$ cat src/rtl/fb_pkg.sv
// Shared constants and types for the framebuffer RAM port arbiter.
package fb_pkg;
  localparam int unsigned FB_WIDTH  = 640;
  localparam int unsigned FB_HEIGHT = 480;
  localparam int unsigned FB_PIX_W  = 3;
  localparam int unsigned FB_ADDR_W = 19;

  typedef enum logic [1:0] {IDLE, WRITE, DONE} fb_wr_state_t;

  typedef logic [FB_PIX_W-1:0] pixel_t;
endpackage

$ cat src/rtl/fb_row_shifter.sv
// Row buffer: parallel-loads a whole row, shifts one pixel per write, pixel 0 first.
module fb_row_shifter
  import fb_pkg::*;
#(
  parameter int unsigned WIDTH = FB_WIDTH,
  parameter int unsigned PIX_W = FB_PIX_W
) (
  input  logic                   clk_sys,
  input  logic                   rst_n,
  input  logic                   load,
  input  logic [PIX_W*WIDTH-1:0] load_data,
  input  logic                   shift,
  output logic [PIX_W-1:0]       pix
);

  logic [PIX_W*WIDTH-1:0] row_q, row_d;

  always_comb begin
    row_d = row_q;
    if (load) begin
      row_d = load_data;
    end else if (shift) begin
      row_d = {{PIX_W{1'b0}}, row_q[PIX_W*WIDTH-1:PIX_W]};
    end
  end

  always_ff @(posedge clk_sys) begin
    if (!rst_n) row_q <= '0;
    else        row_q <= row_d;
  end

  assign pix = row_q[PIX_W-1:0];

endmodule

$ cat src/rtl/fb_port_arbiter.sv
// Single-port framebuffer RAM arbiter: VGA reads win every cycle, UART rows are
// serialised into pixel writes in the cycles the reader leaves free.
module fb_port_arbiter
  import fb_pkg::*;
#(
  parameter int unsigned WIDTH  = FB_WIDTH,
  parameter int unsigned HEIGHT = FB_HEIGHT,
  parameter int unsigned PIX_W  = FB_PIX_W,
  parameter int unsigned ADDR_W = FB_ADDR_W
) (
  input  logic                   clk_sys,
  input  logic                   rst_n,
  input  logic                   rd_req,
  input  logic [ADDR_W-1:0]      rd_addr,
  output logic                   rd_valid,
  output logic [PIX_W-1:0]       rd_data,
  input  logic                   wr_row_valid,
  input  logic [8:0]             wr_row,
  input  logic [PIX_W*WIDTH-1:0] wr_row_data,
  output logic                   wr_row_ready,
  output logic                   wr_done,
  output logic                   err_row,
  output logic [ADDR_W-1:0]      ram_addr,
  output logic                   ram_wren,
  output logic [PIX_W-1:0]       ram_data,
  input  logic [PIX_W-1:0]       ram_q
);

  fb_wr_state_t      state_q, state_d;
  logic [9:0]        col_q, col_d;
  logic [ADDR_W-1:0] base_q, base_d;
  logic              err_row_q, err_row_d;
  logic [1:0]        rd_pipe_q, rd_pipe_d;
  logic              load, shift, grant_wr;
  logic [PIX_W-1:0]  cur_pix;

  fb_row_shifter #(
    .WIDTH (WIDTH),
    .PIX_W (PIX_W)
  ) u_shifter (
    .clk_sys   (clk_sys),
    .rst_n     (rst_n),
    .load      (load),
    .load_data (wr_row_data),
    .shift     (shift),
    .pix       (cur_pix)
  );

  always_comb begin
    state_d   = state_q;
    col_d     = col_q;
    base_d    = base_q;
    err_row_d = err_row_q;
    load      = 1'b0;
    shift     = 1'b0;
    grant_wr  = (state_q == WRITE) && !rd_req;
    rd_pipe_d = {rd_pipe_q[0], rd_req};

    unique case (state_q)
      IDLE: begin
        if (wr_row_valid) begin
          if (wr_row < 9'(HEIGHT)) begin
            load    = 1'b1;
            base_d  = ADDR_W'(wr_row) * ADDR_W'(WIDTH);
            col_d   = '0;
            state_d = WRITE;
          end else begin
            err_row_d = 1'b1;
          end
        end
      end
      WRITE: begin
        if (grant_wr) begin
          shift = 1'b1;
          if (col_q == 10'(WIDTH - 1)) begin
            col_d   = '0;
            state_d = DONE;
          end else begin
            col_d = col_q + 10'd1;
          end
        end
      end
      DONE:    state_d = IDLE;
      default: state_d = IDLE;
    endcase
  end

  always_ff @(posedge clk_sys) begin
    if (!rst_n) begin
      state_q   <= IDLE;
      col_q     <= '0;
      base_q    <= '0;
      err_row_q <= 1'b0;
      rd_pipe_q <= '0;
    end else begin
      state_q   <= state_d;
      col_q     <= col_d;
      base_q    <= base_d;
      err_row_q <= err_row_d;
      rd_pipe_q <= rd_pipe_d;
    end
  end

  // RAM port is steered combinationally so a read address reaches the RAM in its request cycle.
  assign ram_wren     = grant_wr;
  assign ram_addr     = grant_wr ? (base_q + ADDR_W'(col_q)) : rd_addr;
  assign ram_data     = grant_wr ? cur_pix : '0;

  assign rd_valid     = rd_pipe_q[1];
  assign rd_data      = ram_q;
  assign wr_row_ready = (state_q == IDLE);
  assign wr_done      = (state_q == DONE);
  assign err_row      = err_row_q;

endmodule

$ cat config.mk
export PLATFORM = sky130hd
export DESIGN_NAME = fb_port_arbiter
export DESIGN_NICKNAME = d
export VERILOG_FILES = /design/src/rtl/fb_pkg.sv /design/src/rtl/fb_row_shifter.sv /design/src/rtl/fb_port_arbiter.sv
export SDC_FILE = /design/constraint.sdc
export NUM_CORES = 2
export LEC_CHECK = 0
export CORE_AREA = 4 4 772 774
export DETAILED_ROUTE_END_ITERATION = 10
export DIE_AREA = 0 0 776 778
export SLEW_MARGIN = 15
export SYNTH_ARGS = -nofsm -noshare
export SYNTH_HDL_FRONTEND = slang
export SYNTH_SLANG_ARGS = --single-unit
$ cat constraint.sdc
create_clock -name clk_sys -period 2.77 [get_ports clk_sys]
set_clock_uncertainty 0.2 [all_clocks]
set_input_delay 0.277 -clock clk_sys [delete_from_list [all_inputs] [get_ports clk_sys]]
set_output_delay 0.277 -clock clk_sys [all_outputs]
set_load 0.03 [all_outputs]
==> impl_metrics.sql <==
INSERT INTO impl_metrics (metric_group, metric, value, unit) VALUES
('drt', 'total_routed_length', '442', 'mm'),
('timing', 'fmax', '316', 'MHz'),
('timing', 'setup_violations', '33', ''),
('floorplanning', 'starting_density_of_the_core', '13.9', '%'),
('placed_design', 'post-dp-hpwl', '313', 'mm'),
('placed_design', 'count_of_buffers_inserted_at_the_top_level_ports', '1978', ''),
('grt', 'first_global_vias', '92696', ''),
('timing', 'rsz0062_at_grt', 'yes', ''),
('finish', 'drive_above_1_share', '8.65', '%'),
('power_and_ir_drop', 'power.clock.fraction', '35.2', '%'),
('floorplanning', 'floorplan.die.height', '778', 'um'),
('timing', 'relSlewSlack', '39.0', '%'),
('clocking', 'cts_num_sinks', '1947', ''),
('grt', 'overflow_after_grt', '0', ''),
('grt', 'grt_first_pass_wirelength', '608', 'mm'),
('grt', 'grtUsageTotal', '13.1', '%'),
('drt', 'post_drt_wl_per_cell', '19.7', 'um'),
('status', 'violations', 'setup timing', ''),
('synthesis', 'synthesis.nets', '12440', ''),
('synthesis', 'synth_cells', '10465', ''),
('setup_path', 'setup.worst_path.class', 'reg -> out', ''),
('synthesis', 'synth_sequential_area_ratio', '47.7', '%'),
('synthesis', 'async_flop_share', '0', '%'),
('synthesis', 'synth_warnings', '0', ''),
('setup_path', 'crit_arrival', '2.68', 'ns'),
('synthesis', 'syn-cell-area', '81700', 'um^2'),
('status', 'status', 'finished, violations left', ''),
('drt', 'drc_errors', '0', ''),
('grt', 'maximum_number_of_pins_on_one_net_before_global_route_repair', '125', ''),
('drt', 'route.vias.total', '96474', ''),
('synthesis', 'synth_seq_cells', '1947', ''),
('timing', 'final_period_minus_worst_setup_slack', '3.16', 'ns'),
('synthesis', 'yosys.cell_types.count', '46', ''),
('drt', 'detailed_router_s_first_iteration_violation_count', '8504', ''),
('floorplanning', 'core-area', '589000', 'um^2'),
('placed_design', 'place_worst_setup_slack', '-0.455', 'ns'),
('timing', 'finalHoldViolations', '0', ''),
('power_and_ir_drop', 'power.switching_fraction', '31.0', '%'),
('setup_path', 'crit_path_end_kind', 'output port', ''),
('job', 'maxCapViolCount', '0', ''),
('synthesis', 'postSynth.topFlopCell', 'sky130_fd_sc_hd__dfxtp_1', ''),
('clocking', 'cts_root_buf', 'sky130_fd_sc_hd__clkbuf_16', ''),
('finish', 'final_net_count', '16319', ''),
('timing', 'worst_hold_slack', '0.0987', 'ns'),
('clocking', 'clock_path_buffers', '4', ''),
('timing', 'postLayoutSetupSlackWorst', '-0.390', 'ns'),
('drt', 'detailedRoute.firstPassIterationCount', '8', ''),
('synthesis', 'synth.avg_cell_area', '7.81', 'um^2'),
('clocking', 'count_of_h_tree_levels_built_during_cts', '4', ''),
('clocking', 'clock_insertion_delay_worst_skew', '0.95', 'ns'),
('power_and_ir_drop', 'power-per-cell-area', '597', 'nW/um^2'),
('setup_path', 'critical_path_peak_fanout', '4', ''),
('grt', 'global_route.usage.met2', '21.3', '%'),
('power_and_ir_drop', 'power.total', '0.0863', 'W'),
('finish', 'fill_cells', '62322', ''),
('setup_path', 'kind_of_launch_point_of_the_worst_setup_path', 'register', ''),
('finish', 'finalInstanceArea', '145000', 'um^2'),
('floorplanning', 'die_x', '776', 'um'),
('synthesis', 'synth_edf_count', '0', ''),
('setup_path', 'critPathRequiredTime', '2.29', 'ns'),
('floorplanning', 'row_count', '282', ''),
('grt', 'groute.layer.met3.usage', '2.34', '%'),
('clocking', 'clkSlewWorstSetupHoldPaths', '0.06', 'ns'),
('clocking', 'cts-buffers-inserted', '224', ''),
('floorplanning', 'io_pins', '1985', ''),
('power_and_ir_drop', 'power_report.internal_total', '0.0596', 'W'),
('power_and_ir_drop', 'max-vdd-ir-drop', '0.537', 'mV'),
('power_and_ir_drop', 'power.combinational.fraction', '25.6', '%'),
('finish', 'area_delta_synth_final', '77.0', '%'),
('floorplanning', 'die-area', '604000', 'um^2'),
('timing', 'fin_tns_setup', '-4.38', 'ns');
[cell families (layout without fill, tap and decap cells)]
logic type      after synthesis  count (layout)  share of synthesized area, %
flops                      1947            1947                          47.7
compound gates             2414            2414                          23.1
xor+xnor                      8               8                        0.0857
other cells                   0             101                             0
simple gates               5032            5032                          23.3
fa+ha+maj                    20              20                         0.325
buf+inv                    1044            5101                          5.56
[power by group through the flow]
stage | Combinational (W) | Clock, W | Sequential (W)
2_1_floorplan | 0.00952 | 0 | 0.0333
3_3_place_gp | 0.0178 | 0 | 0.0342
3_5_place_dp | 0.0180 | 0 | 0.0343
4_1_cts | 0.0207 | 0.0311 | 0.0337
5_1_grt | 0.0240 | 0.0322 | 0.0341
6_report | 0.0221 | 0.0304 | 0.0338
[synth_stat cells (2+ instances only)]
| library cell | number | area share, % |
|---|---|---|
| sky130_fd_sc_hd__buf_6 | 2 | 0.028 |
| sky130_fd_sc_hd__o31ai_1 | 4 | 0.037 |
| sky130_fd_sc_hd__inv_1 | 8 | 0.037 |
| sky130_fd_sc_hd__xnor2_1 | 3 | 0.032 |
| sky130_fd_sc_hd__or3_1 | 9 | 0.069 |
| sky130_fd_sc_hd__a21oi_1 | 438 | 2.7 |
| sky130_fd_sc_hd__a21o_1 | 4 | 0.037 |
| sky130_fd_sc_hd__or4_1 | 4 | 0.037 |
| sky130_fd_sc_hd__buf_1 | 48 | 0.22 |
| sky130_fd_sc_hd__o21ai_0 | 18 | 0.11 |
| sky130_fd_sc_hd__nor2_1 | 1511 | 6.9 |
| sky130_fd_sc_hd__fa_1 | 2 | 0.049 |
| sky130_fd_sc_hd__a311oi_1 | 1495 | 16 |
| sky130_fd_sc_hd__nand4_1 | 6 | 0.046 |
| sky130_fd_sc_hd__nor2b_1 | 3 | 0.023 |
| sky130_fd_sc_hd__and4_1 | 3 | 0.032 |
| sky130_fd_sc_hd__xor2_1 | 5 | 0.054 |
| sky130_fd_sc_hd__o211ai_1 | 4 | 0.037 |
| sky130_fd_sc_hd__a211oi_1 | 5 | 0.046 |
| sky130_fd_sc_hd__dfxtp_1 | 1947 | 48 |
| sky130_fd_sc_hd__clkbuf_1 | 528 | 2.4 |
| sky130_fd_sc_hd__nand2_1 | 3464 | 16 |
| sky130_fd_sc_hd__ha_1 | 18 | 0.28 |
| sky130_fd_sc_hd__buf_4 | 15 | 0.14 |
| sky130_fd_sc_hd__a22oi_1 | 428 | 3.9 |
| sky130_fd_sc_hd__and2_1 | 8 | 0.061 |
| sky130_fd_sc_hd__buf_2 | 443 | 2.7 |
| sky130_fd_sc_hd__or3b_1 | 2 | 0.021 |
| sky130_fd_sc_hd__a31oi_1 | 10 | 0.077 |
| sky130_fd_sc_hd__nand3_1 | 14 | 0.086 |
[final cells by class]
cell class | instances | area (um^2) | share of cell area [%]
timing repair buffer | 4689 | 49500 | 34.2
antenna | 101 | 253 | 0.175
sequential | 1947 | 39000 | 27.0
tap | 7810 | 9770 | 6.76
clock buffer | 325 | 6490 | 4.48
clock inverter | 79 | 930 | 0.643
multi-input combinational | 7474 | 38600 | 26.7
inverter | 8 | 53.8 | 0.0372
[routing by layer]
layer / part of all wire, % / wire (um)
met1: 41 / 183000
met2: 46 / 203000
met3: 7.3 / 32300
met4: 5.4 / 23800
met5: 0.029 / 129
[flip-flops by register name, indices dropped and copies added, names as in the netlist]
name and flops:
err_row 1, base_q 12, col_q 10, state_q 2, u_shifter.row_q 1920, rd_pipe_q 2
[worst max-delay path: stages (launching register included)]
cell	delay [ns]
sky130_fd_sc_hd__dfxtp_2	0.35
sky130_fd_sc_hd__ha_4	0.14
sky130_fd_sc_hd__inv_2	0.03
sky130_fd_sc_hd__fa_2	0.36
sky130_fd_sc_hd__nor2b_4	0.20
sky130_fd_sc_hd__nor2_2	0.05
sky130_fd_sc_hd__or3_1	0.30
sky130_fd_sc_hd__a31oi_1	0.16
sky130_fd_sc_hd__buf_4	0.18
[cells in the final DEF (no fill, tap or decap), types with 16 or more instances in the layout]
| cell | netlist | final |
|---|---|---|
| sky130_fd_sc_hd__dlygate4sd3_1 | 0 | 1914 |
| sky130_fd_sc_hd__buf_16 | 0 | 46 |
| sky130_fd_sc_hd__nand2_4 | 0 | 17 |
| sky130_fd_sc_hd__nor2_1 | 1511 | 1505 |
| sky130_fd_sc_hd__a22oi_1 | 428 | 426 |
| sky130_fd_sc_hd__a311oi_2 | 0 | 28 |
| sky130_fd_sc_hd__clkbuf_16 | 0 | 276 |
| sky130_fd_sc_hd__dfxtp_1 | 1947 | 1941 |
| sky130_fd_sc_hd__clkbuf_1 | 528 | 52 |
| sky130_fd_sc_hd__buf_4 | 15 | 464 |
| sky130_fd_sc_hd__a311oi_1 | 1495 | 1467 |
| sky130_fd_sc_hd__clkinv_2 | 0 | 38 |
| sky130_fd_sc_hd__ha_1 | 18 | 16 |
| sky130_fd_sc_hd__nand2_1 | 3464 | 3445 |
| sky130_fd_sc_hd__a21oi_1 | 438 | 437 |
| sky130_fd_sc_hd__buf_6 | 2 | 43 |
| sky130_fd_sc_hd__clkbuf_8 | 0 | 48 |
| sky130_fd_sc_hd__clkdlybuf4s50_1 | 0 | 1951 |
| sky130_fd_sc_hd__buf_12 | 0 | 199 |
| sky130_fd_sc_hd__diode_2 | 0 | 101 |
[per-stage QoR]
step	util, %	std cells
3_5_place_dp	19.4	19865
2_1_floorplan	-	10465
3_3_place_gp	19.4	19865
4_1_cts	24.1	22215
6_report	24.6	22433
5_1_grt	24.5	22390
[what timing repair did]
item / in CTS / in global routing
resized for setup: 103 / 151
setup buffers: 24 / 71
pin swaps: 16 / 91
hold buffers: 1914 / 0
hold endpoints to repair: 1917 / 0
endpoints found under the setup margin: 303 / 1227
gates cloned: 8 / 55
[path summary, 6_finish.rpt]
path                                      startpoint                     to  cells past startpoint
worst max-delay path                        col_q[7]           ram_addr[17]                      8
worst min register to register  u_shifter.row_q[703]   u_shifter.row_q[700]                      2
worst min-delay path               wr_row_data[1392]  u_shifter.row_q[1392]                      3
worst max register to register            state_q[0]  u_shifter.row_q[1142]                     12
Note: power is estimated with default switching activity, not from simulation.
